### src/rtl/nsagp_pkg.sv
// Shared definitions for the CPLD register block: bridge FSM states, bus widths,
// register map and pad reset value.
package nsagp_pkg;

    localparam int ADDR_W_DEF = 2;
    localparam int DATA_W_DEF = 8;

    localparam logic [1:0] REG_LED     = 2'd0;
    localparam logic [1:0] REG_CIO_ODR = 2'd1;
    localparam logic [1:0] REG_CIO_CFG = 2'd2;
    localparam logic [1:0] REG_CIO_IDR = 2'd3;

    localparam logic [7:0] DATA_OUT_RST = 8'hFF;

    typedef enum logic [2:0] {
        ST_IDLE      = 3'd0,
        ST_WR_SETTLE = 3'd1,
        ST_RD_SETTLE = 3'd2,
        ST_RD_WAIT   = 3'd3,
        ST_RD_LATCH  = 3'd4,
        ST_HOLD      = 3'd5
    } state_t;

endpackage

### src/rtl/strobe_sync.sv
// Multi-flop synchronizer for an active-low host strobe, with fall/rise pulses.
// Edges are only reported once a genuine high level has been sampled after reset.
module strobe_sync #(
    parameter int SYNC_STAGES = 2
) (
    input  logic CLK,
    input  logic RST,
    input  logic strobe_n,
    output logic sync_n,
    output logic fall,
    output logic rise
);

    logic [SYNC_STAGES-1:0] stages;
    logic [SYNC_STAGES-1:0] fill;
    logic                   prev;
    logic                   armed;

    // fill tracks when the last stage holds a real pad sample rather than the preset
    always_ff @(posedge CLK or posedge RST) begin
        if (RST) begin
            stages <= '1;
            fill   <= '0;
            prev   <= 1'b1;
            armed  <= 1'b0;
        end else begin
            stages <= {stages[SYNC_STAGES-2:0], strobe_n};
            fill   <= {fill[SYNC_STAGES-2:0], 1'b1};
            prev   <= stages[SYNC_STAGES-1];
            if (fill[SYNC_STAGES-1] && stages[SYNC_STAGES-1]) begin
                armed <= 1'b1;
            end
        end
    end

    assign sync_n = stages[SYNC_STAGES-1];
    assign fall   = armed & prev & ~sync_n;
    assign rise   = armed & ~prev & sync_n;

endmodule

### src/rtl/host_bus_bridge.sv
// Host bus front end: synchronizes nWR/nRD, filters them for SETTLE cycles and issues
// one single-cycle register access per strobe; read data is driven back on DATA_OUT.
module host_bus_bridge
    import nsagp_pkg::*;
#(
    parameter int SYNC_STAGES = 2,
    parameter int SETTLE      = 2,
    parameter int ADDR_W      = ADDR_W_DEF,
    parameter int DATA_W      = DATA_W_DEF
) (
    input  logic              CLK,
    input  logic              RST,
    input  logic [ADDR_W-1:0] ADDR,
    input  logic [DATA_W-1:0] DATA_IN,
    output logic [DATA_W-1:0] DATA_OUT,
    output logic              DATA_OE,
    input  logic              nWR,
    input  logic              nRD,
    output logic [ADDR_W-1:0] REG_ADDR,
    output logic [DATA_W-1:0] REG_WDATA,
    output logic              REG_WE,
    output logic              REG_RE,
    input  logic [DATA_W-1:0] REG_RDATA,
    output logic              ERR,
    input  logic              ERR_CLR,
    output logic [2:0]        DBG_STATE
);

    localparam int CNT_W = (SETTLE > 1) ? $clog2(SETTLE) : 1;

    // Register-side handshake: REG_WE/REG_RE are one-cycle pulses with REG_ADDR/REG_WDATA
    // valid in the same cycle; there is no back-pressure, and REG_RDATA must be valid
    // the cycle after REG_RE.
    logic wr_sync_n, wr_fall, wr_rise;
    logic rd_sync_n, rd_fall, rd_rise;

    strobe_sync #(.SYNC_STAGES(SYNC_STAGES)) u_wr_sync (
        .CLK(CLK), .RST(RST), .strobe_n(nWR),
        .sync_n(wr_sync_n), .fall(wr_fall), .rise(wr_rise)
    );

    strobe_sync #(.SYNC_STAGES(SYNC_STAGES)) u_rd_sync (
        .CLK(CLK), .RST(RST), .strobe_n(nRD),
        .sync_n(rd_sync_n), .fall(rd_fall), .rise(rd_rise)
    );

    state_t            state, state_next;
    logic [CNT_W-1:0]  cnt, cnt_next;
    logic              we_next, re_next, cap_addr, latch_rd, clr_valid, err_set;
    logic              conflict;
    logic              rd_valid;

    assign conflict = ~wr_sync_n & ~rd_sync_n;

    always_ff @(posedge CLK or posedge RST) begin
        if (RST) begin
            state <= ST_IDLE;
            cnt   <= '0;
        end else begin
            state <= state_next;
            cnt   <= cnt_next;
        end
    end

    always_comb begin
        state_next = state;
        cnt_next   = cnt;
        we_next    = 1'b0;
        re_next    = 1'b0;
        cap_addr   = 1'b0;
        latch_rd   = 1'b0;
        clr_valid  = 1'b0;
        err_set    = 1'b0;
        case (state)
            ST_IDLE: begin
                if (conflict) begin
                    err_set    = 1'b1;
                    state_next = ST_HOLD;
                end else if (wr_fall) begin
                    cnt_next   = '0;
                    state_next = ST_WR_SETTLE;
                end else if (rd_fall) begin
                    cnt_next   = '0;
                    state_next = ST_RD_SETTLE;
                end
            end
            ST_WR_SETTLE: begin
                if (conflict) begin
                    err_set    = 1'b1;
                    state_next = ST_HOLD;
                end else if (wr_rise) begin
                    state_next = ST_IDLE;
                end else if (cnt == CNT_W'(SETTLE - 1)) begin
                    we_next    = 1'b1;
                    cap_addr   = 1'b1;
                    state_next = ST_HOLD;
                end else begin
                    cnt_next = cnt + 1'b1;
                end
            end
            ST_RD_SETTLE: begin
                if (conflict) begin
                    err_set    = 1'b1;
                    state_next = ST_HOLD;
                end else if (rd_rise) begin
                    state_next = ST_IDLE;
                end else if (cnt == CNT_W'(SETTLE - 1)) begin
                    re_next    = 1'b1;
                    cap_addr   = 1'b1;
                    state_next = ST_RD_WAIT;
                end else begin
                    cnt_next = cnt + 1'b1;
                end
            end
            // register file answers during this cycle
            ST_RD_WAIT:  state_next = ST_RD_LATCH;
            ST_RD_LATCH: begin
                latch_rd   = 1'b1;
                state_next = ST_HOLD;
            end
            ST_HOLD: begin
                if (wr_sync_n && rd_sync_n) begin
                    clr_valid  = 1'b1;
                    state_next = ST_IDLE;
                end
            end
            default: state_next = ST_IDLE;
        endcase
    end

    always_ff @(posedge CLK or posedge RST) begin
        if (RST) begin
            REG_ADDR  <= '0;
            REG_WDATA <= '0;
            REG_WE    <= 1'b0;
            REG_RE    <= 1'b0;
            DATA_OUT  <= DATA_W'(DATA_OUT_RST);
            rd_valid  <= 1'b0;
            ERR       <= 1'b0;
        end else begin
            REG_WE <= we_next;
            REG_RE <= re_next;
            if (cap_addr) begin
                REG_ADDR <= ADDR;
            end
            if (we_next) begin
                REG_WDATA <= DATA_IN;
            end
            if (latch_rd) begin
                DATA_OUT <= REG_RDATA;
                rd_valid <= 1'b1;
            end else if (clr_valid) begin
                rd_valid <= 1'b0;
            end
            if (ERR_CLR) begin
                ERR <= 1'b0;
            end else if (err_set) begin
                ERR <= 1'b1;
            end
        end
    end

    // raw pin gating releases the pad as soon as the host lets go of nRD
    assign DATA_OE   = rd_valid & ~nRD;
    assign DBG_STATE = state;

endmodule

### config.mk
export PLATFORM = sky130hd
export DESIGN_NAME = host_bus_bridge
export DESIGN_NICKNAME = d
export VERILOG_FILES = /design/src/rtl/nsagp_pkg.sv /design/src/rtl/strobe_sync.sv /design/src/rtl/host_bus_bridge.sv
export SDC_FILE = /design/constraint.sdc
export NUM_CORES = 1
export LEC_CHECK = 0
export CAP_MARGIN = 5
export CELL_PAD_IN_SITES_DETAIL_PLACEMENT = 1
export CELL_PAD_IN_SITES_GLOBAL_PLACEMENT = 1
export CORE_ASPECT_RATIO = 0.6
export CORE_UTILIZATION = 38
export DETAILED_ROUTE_END_ITERATION = 7
export PLACE_DENSITY_LB_ADDON = 0.2
export SLEW_MARGIN = 10
export SYNTH_ARGS = -nofsm -noshare
export SYNTH_HDL_FRONTEND = slang
export SYNTH_SLANG_ARGS = --single-unit
### constraint.sdc
create_clock -name CLK -period 3.1 [get_ports CLK]
set_input_delay 0.465 -clock CLK [delete_from_list [all_inputs] [get_ports CLK]]
set_output_delay 0.465 -clock CLK [all_outputs]
set_load 0.05 [all_outputs]
* Yosys cells after proc, flatten, opt, wreduce, memory -nomap -nowiden
Index checks and enable logic that the tools add are counted.
** Operators by class
- Add/sub/neg operators :: 1
- Equality and inequality tests :: 15
- Bitwise logic cells :: 15
- Muxes and demuxes :: 37
- Reductions and logical operators :: 10
** Operators with widths (number)
- $mux W3 :: 10
- $mux W1 :: 24
- $pmux W3 S6 :: 1
- $ne A2 B2 Y1 const B :: 6
- $and A1 B1 Y1 :: 10
- $ne A4 B3 Y1 const B :: 2
- $reduce_and A7 Y1 :: 1
- $eq A3 B2 Y1 const B :: 2
- $eq A3 B3 Y1 const B :: 2
- $not A1 Y1 :: 5
- $ne A4 B4 Y1 const B :: 1
- $reduce_and A4 Y1 :: 1
- $reduce_bool A2 Y1 :: 2
- $eq A3 B1 Y1 const B :: 1
- $logic_and A1 B1 Y1 :: 3
- $logic_not A3 Y1 :: 1
- $ne A3 B2 Y1 const B :: 1
- $pmux W1 S3 :: 1
- $reduce_bool A3 Y1 :: 1
- $reduce_or A3 Y1 :: 1
- $pmux W1 S2 :: 1
- $add A1 B1 Y1 const B :: 1
** Word-level totals
- Flip-flop bits (word level) :: 38
- Output and inout bits :: 25
- Input bits :: 23

* Depth between registers and ports, before layout
Gate-level depths: netlist (run 1).
- Word-level depth :: 6
- Depth in mapped cells :: 6

* Hierarchy
Synthesis (run 1) repeated with hierarchy kept, for this count alone.
** Second synthesis, totals
- Cell total of the unflattened synthesis :: 120
- Area total of the unflattened synthesis :: 1551.5 sq um
** Modules (own cells, without submodules)
- host_bus_bridge :: times used 1, cells each 98, area an instance 1173.6 sq um
- strobe_sync :: times used 2, cells each 11, area an instance 188.9 sq um

* Worst setup path before layout (run 1)
No wires, ideal clock.
- Kind :: reg-to-reg
- From :: register state[0], in the netlist DBG_STATE[0]
- To :: register REG_WDATA[0]
- Arrival :: 2039 ps
- Path buffers :: 2
- Setup slack :: 936 ps
- Cell stages (with the launch flop) :: 7
- Library setup time :: 125 ps
- Path through :: dfrtp_1 > buf_6 > inv_4 > or4_4 > or2_1 > buf_6 > mux2_4
** On the way
- Cells in the longest elaborated chain, start to end :: 2
** RTL lines
- from (decl) :: RTL line host_bus_bridge.sv:47 : state_t state, state_next;
- from (signal assigned) :: RTL line host_bus_bridge.sv:60 : state <= state_next;
- $eq A3 B1 Y1 :: RTL line host_bus_bridge.sv:74 : case (state)
- $mux W1 :: RTL line host_bus_bridge.sv:74
- to (signal assigned) :: RTL line host_bus_bridge.sv:134 : REG_WDATA <= '0;
- to (signal assigned) :: RTL line host_bus_bridge.sv:147 : REG_WDATA <= DATA_IN;
- to (decl) :: RTL line host_bus_bridge.sv:20 : output logic [DATA_W-1:0] REG_WDATA,
No other way between the ends.
A chain may end at the register's enable or synchronous reset.

* Worst setup path after layout (run 1)
- From :: input port nRD
- To :: output port DATA_OE
** On the way
- Cells in the longest elaborated chain, start to end :: 2
** RTL lines
- from (decl) :: RTL line host_bus_bridge.sv:18 : input logic nRD,
- $not A1 Y1 :: RTL line host_bus_bridge.sv:164 : assign DATA_OE = rd_valid & ~nRD;
- $and A1 B1 Y1 :: RTL line host_bus_bridge.sv:164
- to (decl) :: RTL line host_bus_bridge.sv:16 : output logic DATA_OE,
No other way between the ends.

==> impl_metrics.prom, run 1 <==
# TYPE chip_impl_metric gauge
chip_impl_info{name="status",value="finished, final reports clean"} 1
chip_impl_info{name="netlist_top_cells_area",value="sky130_fd_sc_hd__dfrtp_1 38%, sky130_fd_sc_hd__dfstp_2 25%, sky130_fd_sc_hd__mux2_4 8.2%"} 1
chip_impl_metric{name="power.static_leakage",unit="nW"} 0.869
chip_impl_metric{name="antenna_left",unit=""} 0
chip_impl_metric{name="gpl.final_weighted_congestion",unit=""} 0.862
chip_impl_metric{name="synth_top_area_share",unit="%"} 37.7
chip_impl_metric{name="via_count",unit=""} 1025
chip_impl_metric{name="drv.max_cap_violation_count",unit=""} 0
chip_impl_metric{name="clock_latency",unit="ns"} 0.28
chip_impl_metric{name="io_pins",unit=""} 48
chip_impl_metric{name="ctsLongestPathBuffers",unit=""} 2
chip_impl_metric{name="clock_skew",unit="ns"} 0.00880
chip_impl_metric{name="drt_drc_violations_left",unit=""} 0
chip_impl_metric{name="floorplan.initialDensity",unit="%"} 39.7
chip_impl_metric{name="clkSlewWorstSetupHoldPaths",unit="ns"} 0.06
chip_impl_metric{name="yosys_warnings",unit=""} 0
chip_impl_metric{name="power_switching_share",unit="%"} 43.6
chip_impl_metric{name="fillerInstances",unit=""} 398
chip_impl_metric{name="yosys.cell_types.count",unit=""} 30
chip_impl_info{name="synth_flop_type",value="sky130_fd_sc_hd__dfrtp_1"} 1
chip_impl_metric{name="fp-row-count",unit=""} 17
chip_impl_metric{name="grt_start_max_net_pins",unit=""} 37
chip_impl_metric{name="placement.io_buffers",unit=""} 47
chip_impl_metric{name="first_iter_violations",unit=""} 32
chip_impl_metric{name="placed_cell_area",unit="µm²"} 1970
chip_impl_metric{name="initial_antenna_violation_count",unit=""} 0
chip_impl_metric{name="critical_path.max_fanout",unit=""} 2
chip_impl_metric{name="final_cell_area",unit="µm²"} 2050
chip_impl_info{name="final_common_cell",value="sky130_fd_sc_hd__clkdlybuf4s50_1"} 1
chip_impl_metric{name="vias_per_cell",unit=""} 4.93
chip_impl_metric{name="min_period_over_period",unit="%"} 74.5
chip_impl_info{name="hold_class",value="flop to flop"} 1
chip_impl_metric{name="synthesized_flop_and_latch_total",unit=""} 36
chip_impl_metric{name="core_area",unit="µm²"} 3680
chip_impl_metric{name="final_hold_viol_count",unit=""} 0
chip_impl_metric{name="area_delta_synth_final",unit="%"} 40.5
chip_impl_metric{name="track_usage",unit="%"} 17.4
chip_impl_metric{name="setup_ws",unit="ns"} 0.790
chip_impl_metric{name="syn-cell-area",unit="µm²"} 1460
chip_impl_metric{name="setup-violations-final",unit=""} 0
chip_impl_info{name="tritoncts",value="done"} 1
chip_impl_metric{name="route.detailed.wl_per_inst",unit="µm"} 15.3
chip_impl_metric{name="post_cts_resized",unit=""} 0
chip_impl_metric{name="worst_pin_slew",unit="ns"} 0.655
chip_impl_metric{name="dieArea",unit="µm²"} 4110
chip_impl_metric{name="dp.final_hpwl",unit="µm"} 2300
chip_impl_metric{name="clock.fmax",unit="MHz"} 433
chip_impl_info{name="mostFrequentLayoutCells",value="47 x sky130_fd_sc_hd__clkdlybuf4s50_1, 22 x sky130_fd_sc_hd__dfrtp_1, 14 x sky130_fd_sc_hd__dfstp_2, 10 x sky130_fd_sc_hd__nor2_1"} 1
chip_impl_metric{name="yosysSeqAreaShare",unit="%"} 62.8
chip_impl_metric{name="critical_path_required",unit="ns"} 2.63
chip_impl_info{name="timing.setup.critical_path_class",value="input port to output port"} 1
chip_impl_metric{name="power.share.combinational",unit="%"} 54.1
chip_impl_info{name="worstSetupEndpointType",value="output port"} 1
chip_impl_metric{name="power-per-cell-area",unit="nW/µm²"} 1170
chip_impl_metric{name="power_frac_seq",unit="%"} 33.0
chip_impl_metric{name="total_power",unit="mW"} 2.40
chip_impl_metric{name="cts_hold_buf",unit=""} 0
chip_impl_metric{name="cts_setup_buffers",unit=""} 0
chip_impl_metric{name="global_route_wire_length_before_repair",unit="µm"} 5090
chip_impl_info{name="synth_area_leader_cell",value="sky130_fd_sc_hd__dfrtp_1"} 1
chip_impl_metric{name="antennaDiodeCount",unit=""} 0
chip_impl_metric{name="initial_drt_pass_iterations",unit=""} 4
chip_impl_metric{name="fin_setup_tns",unit="ns"} 0
chip_impl_metric{name="nNetsFinal",unit=""} 183
chip_impl_metric{name="postRouteWirelength",unit="µm"} 3170
chip_impl_metric{name="min_period",unit="ns"} 2.31
chip_impl_metric{name="die_width",unit="µm"} 82.1
chip_impl_metric{name="synth_nets",unit=""} 131
chip_impl_metric{name="grt-ovfl-total",unit=""} 0
chip_impl_metric{name="post_synth_inst_count",unit=""} 108
chip_impl_metric{name="htree_levels",unit=""} 2
chip_impl_metric{name="synth_enable_flop_cells",unit=""} 0
chip_impl_metric{name="p_int",unit="mW"} 1.36
chip_impl_metric{name="post_route_cells_drive_above_1_share",unit="%"} 24.8
chip_impl_metric{name="switching_component_of_the_power",unit="mW"} 1.05
chip_impl_metric{name="die_height",unit="µm"} 50.0
chip_impl_metric{name="hold_ws",unit="ns"} 0.351
chip_impl_metric{name="grt_pass1_vias",unit=""} 1017
chip_impl_metric{name="max-vdd-ir-drop",unit="µV"} 752
chip_impl_metric{name="slew_violations",unit=""} 0
chip_impl_info{name="clockRootBuffer",value="sky130_fd_sc_hd__clkbuf_8"} 1
chip_impl_metric{name="async_flop_share",unit="%"} 100
chip_impl_metric{name="total_area_of_multi_input_combinational_cells",unit="µm²"} 499
chip_impl_metric{name="clock_share_of_power",unit="%"} 12.9
chip_impl_metric{name="cts.sinks",unit=""} 36
chip_impl_metric{name="register_area",unit="µm²"} 918
chip_impl_metric{name="post-place-ws",unit="ns"} 0.794
chip_impl_metric{name="timing.max_slew.rel_slack",unit="%"} 56.2
chip_impl_info{name="unrepaired_setup_endpoints_after_global_routing",value="no"} 1
chip_impl_metric{name="timing.critical_path.arrival",unit="ns"} 1.85
chip_impl_metric{name="cts_made_buffers",unit=""} 5
chip_impl_metric{name="syn_avg_cell_area",unit="µm²"} 13.5
chip_impl_info{name="sort_of_element_at_the_start_of_the_critical_path",value="input port"} 1
through the flow:
step | std cells | utilization [%]
2_1_floorplan | 108 | -
3_3_place_gp | 200 | 53.6
3_5_place_dp | 200 | 53.6
4_1_cts | 208 | 55.8
5_1_grt | 208 | 55.8
6_report | 208 | 55.8
path summary, 6_finish.rpt:
kind                                   start             endpoint  slack [ns]  depth (start not counted)
max                                      nRD              DATA_OE        0.79                          3
max reg2reg                     DBG_STATE[0]         REG_WDATA[5]        1.00                          4
min in group asynchronous                RST         DBG_STATE[0]        0.61                          3
max in group asynchronous                RST  u_wr_sync.stages[1]        2.15                          3
min reg2reg                u_wr_sync.fill[0]    u_rd_sync.fill[1]        0.35                          0
min                        u_wr_sync.fill[0]    u_rd_sync.fill[1]        0.35                          0
flip-flops by register name (all words and copies together) (netlist names), 2 cells and up:
register	flops
REG_WDATA	8
DBG_STATE	3
u_rd_sync.stages	2
u_wr_sync.stages	2
REG_ADDR	2
DATA_OUT	8
worst max-delay path, stage by stage:
cell	delay, ns
sky130_fd_sc_hd__clkdlybuf4s50_1	0.44
sky130_fd_sc_hd__nor2b_1	0.12
sky130_fd_sc_hd__clkdlybuf4s50_1	0.82
cells in the mapped netlist, types with 2 or more instances:
master and instances:
sky130_fd_sc_hd__mux2_4 8, sky130_fd_sc_hd__nand2b_1 2, sky130_fd_sc_hd__o21ai_0 8, sky130_fd_sc_hd__a21o_1 2, sky130_fd_sc_hd__nor2_1 10, sky130_fd_sc_hd__buf_6 2, sky130_fd_sc_hd__dfstp_2 14, sky130_fd_sc_hd__mux2_1 2
sky130_fd_sc_hd__inv_1 3, sky130_fd_sc_hd__a21oi_1 6, sky130_fd_sc_hd__mux2_2 8, sky130_fd_sc_hd__nand2_1 4, sky130_fd_sc_hd__dfrtp_1 22
cell type report:
type                            count  share of cell area, %
Sequential cell                    36                   44.7
Multi-Input combinational cell     65                   24.3
Timing Repair Buffer               48                   23.3
Clock buffer                        7                   3.72
Tap cell                           47                   2.86
Inverter                            4                  0.853
Clock inverter                      1                  0.244
routing by layer:
metal  GRT usage [%]  part of all wire, %  vias up  wire [µm]
li1                -                    -      478          -
met1            23.1                   46      508       1450
met2            26.0                   47       35       1480
met3            6.85                  7.0        4        221
met4            5.26                 0.72        0         23
met5               0                    0        -          0
power groups by stage:
stage | logic [mW] | registers (mW) | clock network, mW
final | 1.30 | 0.794 | 0.309
after global routing | 1.37 | 0.820 | 0.340
after CTS | 1.31 | 0.796 | 0.321
after detailed placement | 1.30 | 0.802 | 0
after global placement | 1.28 | 0.791 | 0
after floorplan | 0.433 | 1.28 | 0
logic make-up (layout without fill, tap and decap cells):
group	Yosys count	after routing	synth area share, %
AND/OR/NAND/NOR	24	24	8.56
buffers and inverters	7	60	3.00
AO/OA/AOI/OAI	22	22	9.42
multiplexers	18	18	15.9
flip-flops	36	36	62.8
other	1	1	0.257
(Power assumes the default switching activity.)
==> run 2: changes to the inputs <==
CORE_UTILIZATION = 35   (was 38)
clock period = 2.16 ns   (was 3.1 ns; I/O delays follow)
==> run 2 against run 1 <==
Count of clock-buffer cells in the layout shrank 1. Clock power grew 85%. Die area grew 8.3%. Clock skew shrank 0.0018 ns. Worst hold slack gained 0.0021 ns. Utilization shrank 0.60 points. Sequential share of layout area shrank 1.2 points. Register-to-register slack lost 0.90 ns. Combinational power grew 46%. Critical path type is now flop to flop. Final cell count grew 1.4%. Wire length grew 3.2%. Sequential power grew 44%.
==> impl_metrics.prom, run 2 (synthesized netlist as in run 1, its figures left out) <==
# TYPE chip_impl_metric gauge
chip_impl_metric{name="switching_component_of_the_power",unit="mW"} 1.52
chip_impl_metric{name="power.static_leakage",unit="nW"} 0.901
chip_impl_metric{name="power.share.combinational",unit="%"} 52.5
chip_impl_metric{name="die_height",unit="µm"} 52.1
chip_impl_metric{name="clock_share_of_power",unit="%"} 15.8
chip_impl_info{name="timing.setup.critical_path_class",value="flop to flop"} 1
chip_impl_metric{name="power_switching_share",unit="%"} 42.1
chip_impl_info{name="clockRootBuffer",value="sky130_fd_sc_hd__clkbuf_8"} 1
chip_impl_metric{name="placement.io_buffers",unit=""} 47
chip_impl_metric{name="first_iter_violations",unit=""} 29
chip_impl_metric{name="critPathMaxStageDelay",unit="ns"} 0.53
chip_impl_metric{name="timing.max_slew.rel_slack",unit="%"} 65.8
chip_impl_metric{name="clkSlewWorstSetupHoldPaths",unit="ns"} 0.07
chip_impl_metric{name="post_route_cells_drive_above_1_share",unit="%"} 28.0
chip_impl_info{name="mostFrequentLayoutCells",value="46 x sky130_fd_sc_hd__clkdlybuf4s50_1, 21 x sky130_fd_sc_hd__dfrtp_1, 14 x sky130_fd_sc_hd__dfstp_2, 10 x sky130_fd_sc_hd__nor2_1"} 1
chip_impl_metric{name="min_period",unit="ns"} 2.06
chip_impl_metric{name="slew_violations",unit=""} 0
chip_impl_info{name="critPathTopFamily",value="simple AND/OR/NAND/NOR gates"} 1
chip_impl_info{name="tritoncts",value="done"} 1
chip_impl_metric{name="finalCoreUtilization",unit="%"} 55.2
chip_impl_metric{name="drv.max_cap_violation_count",unit=""} 0
chip_impl_metric{name="vias_per_cell",unit=""} 4.90
chip_impl_metric{name="worst_pin_slew",unit="ns"} 0.513
chip_impl_metric{name="critical_path.n_buffers_inverters",unit=""} 0
chip_impl_metric{name="cts_hold_buf",unit=""} 0
chip_impl_info{name="crit_chain",value="and3b_1, or4_4, or2_1, mux2_4"} 1
chip_impl_metric{name="via_count",unit=""} 1034
chip_impl_info{name="unrepaired_setup_endpoints_after_global_routing",value="no"} 1
chip_impl_info{name="status",value="finished, final reports clean"} 1
chip_impl_metric{name="p_int",unit="mW"} 2.09
chip_impl_metric{name="post_cts_resized",unit=""} 0
chip_impl_metric{name="max-vdd-ir-drop",unit="µV"} 863
chip_impl_metric{name="clock_latency",unit="ns"} 0.28
chip_impl_metric{name="critical_path.max_fanout",unit=""} 9
chip_impl_metric{name="clock.fmax",unit="MHz"} 486
chip_impl_metric{name="initial_drt_pass_iterations",unit=""} 3
chip_impl_metric{name="clock_skew",unit="ns"} 0.00701
chip_impl_metric{name="cts.sinks",unit=""} 36
chip_impl_metric{name="htree_levels",unit=""} 2
chip_impl_metric{name="die_width",unit="µm"} 85.4
chip_impl_metric{name="setup-violations-final",unit=""} 0
chip_impl_metric{name="nNetsFinal",unit=""} 186
chip_impl_metric{name="track_usage",unit="%"} 16.4
chip_impl_metric{name="setup_ws",unit="ns"} 0.102
chip_impl_metric{name="initial_antenna_violation_count",unit=""} 0
chip_impl_metric{name="floorplan.initialDensity",unit="%"} 38.2
chip_impl_metric{name="fp-row-count",unit=""} 17
chip_impl_metric{name="antenna_left",unit=""} 0
chip_impl_metric{name="route.detailed.wl_per_inst",unit="µm"} 15.5
chip_impl_metric{name="io_pins",unit=""} 48
chip_impl_metric{name="gpl.final_weighted_congestion",unit=""} 0.867
chip_impl_info{name="worstSetupEndpointType",value="flop"} 1
chip_impl_metric{name="global_route_wire_length_before_repair",unit="µm"} 5290
chip_impl_info{name="sort_of_element_at_the_start_of_the_critical_path",value="flop"} 1
chip_impl_metric{name="dp.final_hpwl",unit="µm"} 2510
chip_impl_info{name="crit_slowest_cell",value="sky130_fd_sc_hd__dfstp_2"} 1
chip_impl_info{name="hold_class",value="input port to async pin"} 1
chip_impl_metric{name="cts_setup_buffers",unit=""} 0
chip_impl_metric{name="grt-ovfl-total",unit=""} 0
chip_impl_metric{name="grt_pass1_vias",unit=""} 1094
chip_impl_metric{name="power-per-cell-area",unit="nW/µm²"} 1710
chip_impl_info{name="final_common_cell",value="sky130_fd_sc_hd__clkdlybuf4s50_1"} 1
chip_impl_metric{name="final_hold_viol_count",unit=""} 0
chip_impl_metric{name="power_frac_seq",unit="%"} 31.6
chip_impl_metric{name="antennaDiodeCount",unit=""} 0
chip_impl_metric{name="post-place-ws",unit="ns"} 0.103
chip_impl_metric{name="ctsLongestPathBuffers",unit=""} 2
chip_impl_metric{name="fin_setup_tns",unit="ns"} 0
chip_impl_metric{name="cts_made_buffers",unit=""} 5
chip_impl_metric{name="core_area",unit="µm²"} 3830
chip_impl_metric{name="timing.critical_path.arrival",unit="ns"} 2.23
chip_impl_metric{name="critical_path_required",unit="ns"} 2.33
chip_impl_metric{name="drt_drc_violations_left",unit=""} 0
chip_impl_metric{name="grt_start_max_net_pins",unit=""} 23
chip_impl_metric{name="min_period_over_period",unit="%"} 95.3
chip_impl_metric{name="dieArea",unit="µm²"} 4450
chip_impl_metric{name="fillerInstances",unit=""} 402
chip_impl_metric{name="area_delta_synth_final",unit="%"} 44.6
chip_impl_metric{name="postRouteWirelength",unit="µm"} 3280
-- run 2: changes by cell type in the layout (fill, tap and decap cells not counted), sizes merged --
cell,previous run,this run
buf,1,5
bufinv,0,1
clkbuf,7,6
clkdlybuf4s50,47,46
-- run 2: worst paths after layout --
check / start / end / slack [ns] / cells after the start
setup / recovery: u_wr_sync.prev / REG_WDATA[7] / 0.10 / 4
hold / removal: RST / REG_WE / 0.35 / 3
setup reg to reg: u_wr_sync.prev / REG_WDATA[7] / 0.10 / 4
hold reg to reg: u_wr_sync.stages[0] / u_wr_sync.stages[1] / 0.36 / 0
max in group asynchronous: RST / u_wr_sync.stages[1] / 1.49 / 3
min in group CLK: u_wr_sync.stages[0] / u_wr_sync.stages[1] / 0.36 / 0
-- run 2: area by class of cell --
cell class / instances / area, µm² / share of cell area [%]
Sequential cell: 36 / 920 / 43.5
Timing Repair Buffer: 51 / 510 / 24.2
Multi-Input combinational cell: 65 / 499 / 23.6
Clock buffer: 6 / 72.6 / 3.43
Tap cell: 47 / 58.8 / 2.78
Clock inverter: 2 / 35.0 / 1.66
Inverter: 4 / 17.5 / 0.829
-- run 2: per-stage QoR --
| step | cells | total power, mW | area [µm²] | hold WS (ns) |
|---|---|---|---|---|
| final | 211 | 3.61 | 2110 | 0.353 |
| after global routing | 211 | 3.79 | 2110 | 0.360 |
| after CTS | 211 | 3.65 | 2110 | 0.353 |
| after detailed placement | 203 | 3.06 | 2010 | 0.349 |
| after global placement | 203 | 3.00 | 2010 | 0.337 |
| after floorplan | 108 | 2.46 | 1460 | 0.328 |
-- run 2: layer usage --
layer | wire, µm | GRT usage, % | part of all wire (%)
met5 | 0 | 0 | 0
met4 | 31 | 6.67 | 0.95
met3 | 157 | 5.56 | 4.8
met2 | 1560 | 26.9 | 47
met1 | 1530 | 20.0 | 47
-- run 2: power by group through the flow --
| stage | Sequential [mW] | Clock (mW) | Combinational (mW) |
|---|---|---|---|
| 3_5_place_dp | 1.15 | 0 | 1.91 |
| 6_report | 1.14 | 0.571 | 1.90 |
| 5_1_grt | 1.18 | 0.620 | 1.99 |
| 3_3_place_gp | 1.14 | 0 | 1.87 |
| 2_1_floorplan | 1.84 | 0 | 0.622 |
| 4_1_cts | 1.15 | 0.594 | 1.91 |
-- run 2: worst min-delay path, delay by kind of cell --
family,cells,cell delay [ns]
buffers and inverters,3,0.67
==> run 3: changes to the inputs <==
GPL_TIMING_DRIVEN = 0   (was default)
RECOVER_POWER = 50   (was default)
==> run 3 against run 2 <==
Clock skew increased by 0.0053 ns. Sequential share of layout area increased by 0.44 points. Critical path depth decreased by 1. Wire length decreased by 5.3%. Combinational power about the same. Cell area decreased by 1.0%. Non-clock buffer count decreased by 1. Critical path type is now input port to output port. Register-to-register slack improved by 0.06 ns. Highest routed layer unchanged. Sequential power about the same.
==> impl_metrics.prom, run 3 (synthesized netlist as in run 1, its figures left out) <==
# TYPE chip_impl_metric gauge
chip_impl_info{name="final_common_cell",value="sky130_fd_sc_hd__clkdlybuf4s50_1"} 1
chip_impl_metric{name="ctsLongestPathBuffers",unit=""} 2
chip_impl_metric{name="reg2regPathDepth",unit=""} 5
chip_impl_metric{name="p_int",unit="mW"} 2.04
chip_impl_metric{name="switching_component_of_the_power",unit="mW"} 1.49
chip_impl_info{name="r2r_end",value="REG_ADDR[0]"} 1
chip_impl_metric{name="setup_ws",unit="ns"} 0.165
chip_impl_info{name="hold_class",value="flop to flop"} 1
chip_impl_metric{name="dieArea",unit="µm²"} 4450
chip_impl_metric{name="power_frac_seq",unit="%"} 31.5
chip_impl_metric{name="cts.sinks",unit=""} 36
chip_impl_metric{name="clock_share_of_power",unit="%"} 14.4
chip_impl_metric{name="post_cts_resized",unit=""} 0
chip_impl_metric{name="cts_made_buffers",unit=""} 5
chip_impl_metric{name="placement.io_buffers",unit=""} 47
chip_impl_metric{name="postRouteWirelength",unit="µm"} 3100
chip_impl_metric{name="min_period_over_period",unit="%"} 92.3
chip_impl_metric{name="global_route_wire_length_before_repair",unit="µm"} 5020
chip_impl_metric{name="area_delta_synth_final",unit="%"} 43.2
chip_impl_info{name="timing.setup.critical_path_class",value="input port to output port"} 1
chip_impl_metric{name="total_area_of_multi_input_combinational_cells",unit="µm²"} 499
chip_impl_metric{name="clock_latency",unit="ns"} 0.28
chip_impl_metric{name="power_switching_share",unit="%"} 42.3
chip_impl_metric{name="clock_skew",unit="ns"} 0.0123
chip_impl_metric{name="post-place-ws",unit="ns"} 0.156
chip_impl_metric{name="power.static_leakage",unit="nW"} 0.885
chip_impl_metric{name="critical_path.n_buffers_inverters",unit=""} 2
chip_impl_metric{name="via_count",unit=""} 1013
chip_impl_metric{name="hold_ws",unit="ns"} 0.346
chip_impl_metric{name="setup-violations-final",unit=""} 0
chip_impl_metric{name="dp.final_hpwl",unit="µm"} 2330
chip_impl_metric{name="total_power",unit="mW"} 3.53
chip_impl_metric{name="power-per-cell-area",unit="nW/µm²"} 1690
chip_impl_metric{name="gpl.final_weighted_congestion",unit=""} 0.887
chip_impl_info{name="cp_common_cell",value="sky130_fd_sc_hd__clkdlybuf4s50_1"} 1
chip_impl_metric{name="power.share.combinational",unit="%"} 54.1
chip_impl_info{name="crit_slowest_cell",value="sky130_fd_sc_hd__clkdlybuf4s50_1"} 1
chip_impl_info{name="critical_hold_path_startpoint",value="u_rd_sync.stages[0]"} 1
chip_impl_metric{name="clock.fmax",unit="MHz"} 501
chip_impl_metric{name="die_width",unit="µm"} 85.4
chip_impl_metric{name="max-vdd-ir-drop",unit="µV"} 892
chip_impl_metric{name="setup.reg_to_reg.worst_slack",unit="ns"} 0.17
chip_impl_info{name="critPathTopFamily",value="buffers and inverters"} 1
chip_impl_info{name="status",value="finished, final reports clean"} 1
chip_impl_info{name="unrepaired_setup_endpoints_after_global_routing",value="no"} 1
chip_impl_metric{name="cts_setup_buffers",unit=""} 0
chip_impl_metric{name="route.detailed.wl_per_inst",unit="µm"} 14.8
chip_impl_metric{name="timing.critical_path.arrival",unit="ns"} 1.67
chip_impl_metric{name="initial_antenna_violation_count",unit=""} 0
chip_impl_metric{name="antennaDiodeCount",unit=""} 0
chip_impl_metric{name="critical_path_cell_count",unit=""} 3
chip_impl_metric{name="critical_path.max_fanout",unit=""} 2
chip_impl_metric{name="antenna_left",unit=""} 0
chip_impl_metric{name="initial_drt_pass_iterations",unit=""} 4
chip_impl_metric{name="post_route_cells_drive_above_1_share",unit="%"} 25.8
chip_impl_info{name="mostFrequentLayoutCells",value="45 x sky130_fd_sc_hd__clkdlybuf4s50_1, 21 x sky130_fd_sc_hd__dfrtp_1, 13 x sky130_fd_sc_hd__dfstp_2, 10 x sky130_fd_sc_hd__nor2_1"} 1
chip_impl_metric{name="placed_cell_area",unit="µm²"} 1990
chip_impl_metric{name="critPathMaxStageDelay",unit="ns"} 0.81
chip_impl_info{name="setup.worst_path.start",value="nRD"} 1
chip_impl_metric{name="final_cell_area",unit="µm²"} 2090
chip_impl_metric{name="fp-row-count",unit=""} 17
chip_impl_metric{name="core_area",unit="µm²"} 3830
chip_impl_info{name="clockRootBuffer",value="sky130_fd_sc_hd__clkbuf_8"} 1
chip_impl_metric{name="register_area",unit="µm²"} 920
chip_impl_metric{name="track_usage",unit="%"} 15.4
chip_impl_metric{name="fillerInstances",unit=""} 406
chip_impl_metric{name="critical_path_required",unit="ns"} 1.84
chip_impl_metric{name="drt_drc_violations_left",unit=""} 0
chip_impl_metric{name="htree_levels",unit=""} 2
chip_impl_metric{name="cts_hold_buf",unit=""} 0
chip_impl_metric{name="nNetsFinal",unit=""} 185
chip_impl_metric{name="clkSlewWorstSetupHoldPaths",unit="ns"} 0.07
chip_impl_metric{name="grt-ovfl-total",unit=""} 0
chip_impl_metric{name="timing.max_slew.rel_slack",unit="%"} 12.7
chip_impl_info{name="tritoncts",value="done"} 1
chip_impl_info{name="sort_of_element_at_the_start_of_the_critical_path",value="input port"} 1
chip_impl_metric{name="floorplan.initialDensity",unit="%"} 38.2
chip_impl_metric{name="grt_start_max_net_pins",unit=""} 37
chip_impl_metric{name="slew_violations",unit=""} 0
chip_impl_metric{name="die_height",unit="µm"} 52.1
chip_impl_metric{name="drv.max_cap_violation_count",unit=""} 0
chip_impl_metric{name="first_iter_violations",unit=""} 53
chip_impl_metric{name="min_period",unit="ns"} 1.99
chip_impl_metric{name="vias_per_cell",unit=""} 4.82
chip_impl_metric{name="final_hold_viol_count",unit=""} 0
chip_impl_info{name="critPathCapture",value="DATA_OE"} 1
chip_impl_metric{name="io_pins",unit=""} 48
chip_impl_info{name="crit_chain",value="clkdlybuf4s50_1, nor2b_1, clkdlybuf4s50_1"} 1
chip_impl_metric{name="worst_pin_slew",unit="ns"} 1.31
chip_impl_metric{name="grt_pass1_vias",unit=""} 1072
chip_impl_metric{name="fin_setup_tns",unit="ns"} 0
chip_impl_info{name="beginning_of_the_worst_register_to_register_path",value="u_wr_sync.prev"} 1
chip_impl_info{name="worstSetupEndpointType",value="output port"} 1
chip_impl_metric{name="holdPathStages",unit=""} 0
run 3: cell count changes in the layout (fill, tap and decap cells not counted):
cell                              previous run  this run
sky130_fd_sc_hd__buf_12                      1         0
sky130_fd_sc_hd__dfstp_1                     0         1
sky130_fd_sc_hd__dfstp_2                    14        13
sky130_fd_sc_hd__clkinv_2                    1         0
sky130_fd_sc_hd__buf_6                       0         2
sky130_fd_sc_hd__clkbuf_8                    5         7
sky130_fd_sc_hd__dlygate4sd3_1               0         2
sky130_fd_sc_hd__bufinv_16                   1         0
sky130_fd_sc_hd__buf_4                       4         0
sky130_fd_sc_hd__clkdlybuf4s50_1            46        45
sky130_fd_sc_hd__clkbuf_1                    1         2
run 3: metrics by stage:
| stage | std cells | util, % |
|---|---|---|
| final | 210 | 54.6 |
| after global routing | 210 | 54.6 |
| after CTS | 210 | 54.6 |
| after detailed placement | 202 | 52.0 |
| after global placement | 202 | 52.0 |
| after floorplan | 108 | - |
run 3: layer usage:
layer  up-vias  GRT usage [%]  wire [µm]
li1        480              -          -
met1       495           19.5       1450
met2        33           24.7       1430
met3         5           5.24        199
met4         0           5.83         28
met5         -              0          0
run 3: worst min-delay path by stage:
stage	endpoint	slack [ns]
6_report	u_rd_sync.stages[1]	0.35
5_1_grt	u_rd_sync.stages[1]	0.35
4_1_cts	u_rd_sync.stages[1]	0.35
3_5_place_dp	u_wr_sync.stages[1]	0.35
3_3_place_gp	u_rd_sync.fill[1]	0.33
2_1_floorplan	u_rd_sync.stages[0]	0.33
run 3: final cells by class:
cell class                 count  area share (%)
inverter                       4           0.837
buffer                         3            1.26
clock buffer                   8            4.78
tap                           47            2.81
timing repair buffer          47            22.5
multi-input combinational     65            23.9
sequential                    36            44.0
run 3: worst register-to-register path, cell delays in order, from the launching register on:
cell	delay [ns]
sky130_fd_sc_hd__dfstp_2	0.53
sky130_fd_sc_hd__and3b_1	0.21
sky130_fd_sc_hd__or4_4	0.42
sky130_fd_sc_hd__and2_4	0.16
sky130_fd_sc_hd__nor2_1	0.20
sky130_fd_sc_hd__mux2_1	0.35
run 3: power by group through the flow:
stage	clock (mW)	sequential, mW	combinational [mW]
floorplan	0	1.84	0.622
global route	0.556	1.15	2.02
global placement	0	1.10	1.89
detailed placement	0	1.13	1.92
finish	0.509	1.11	1.91
CTS	0.534	1.12	1.93
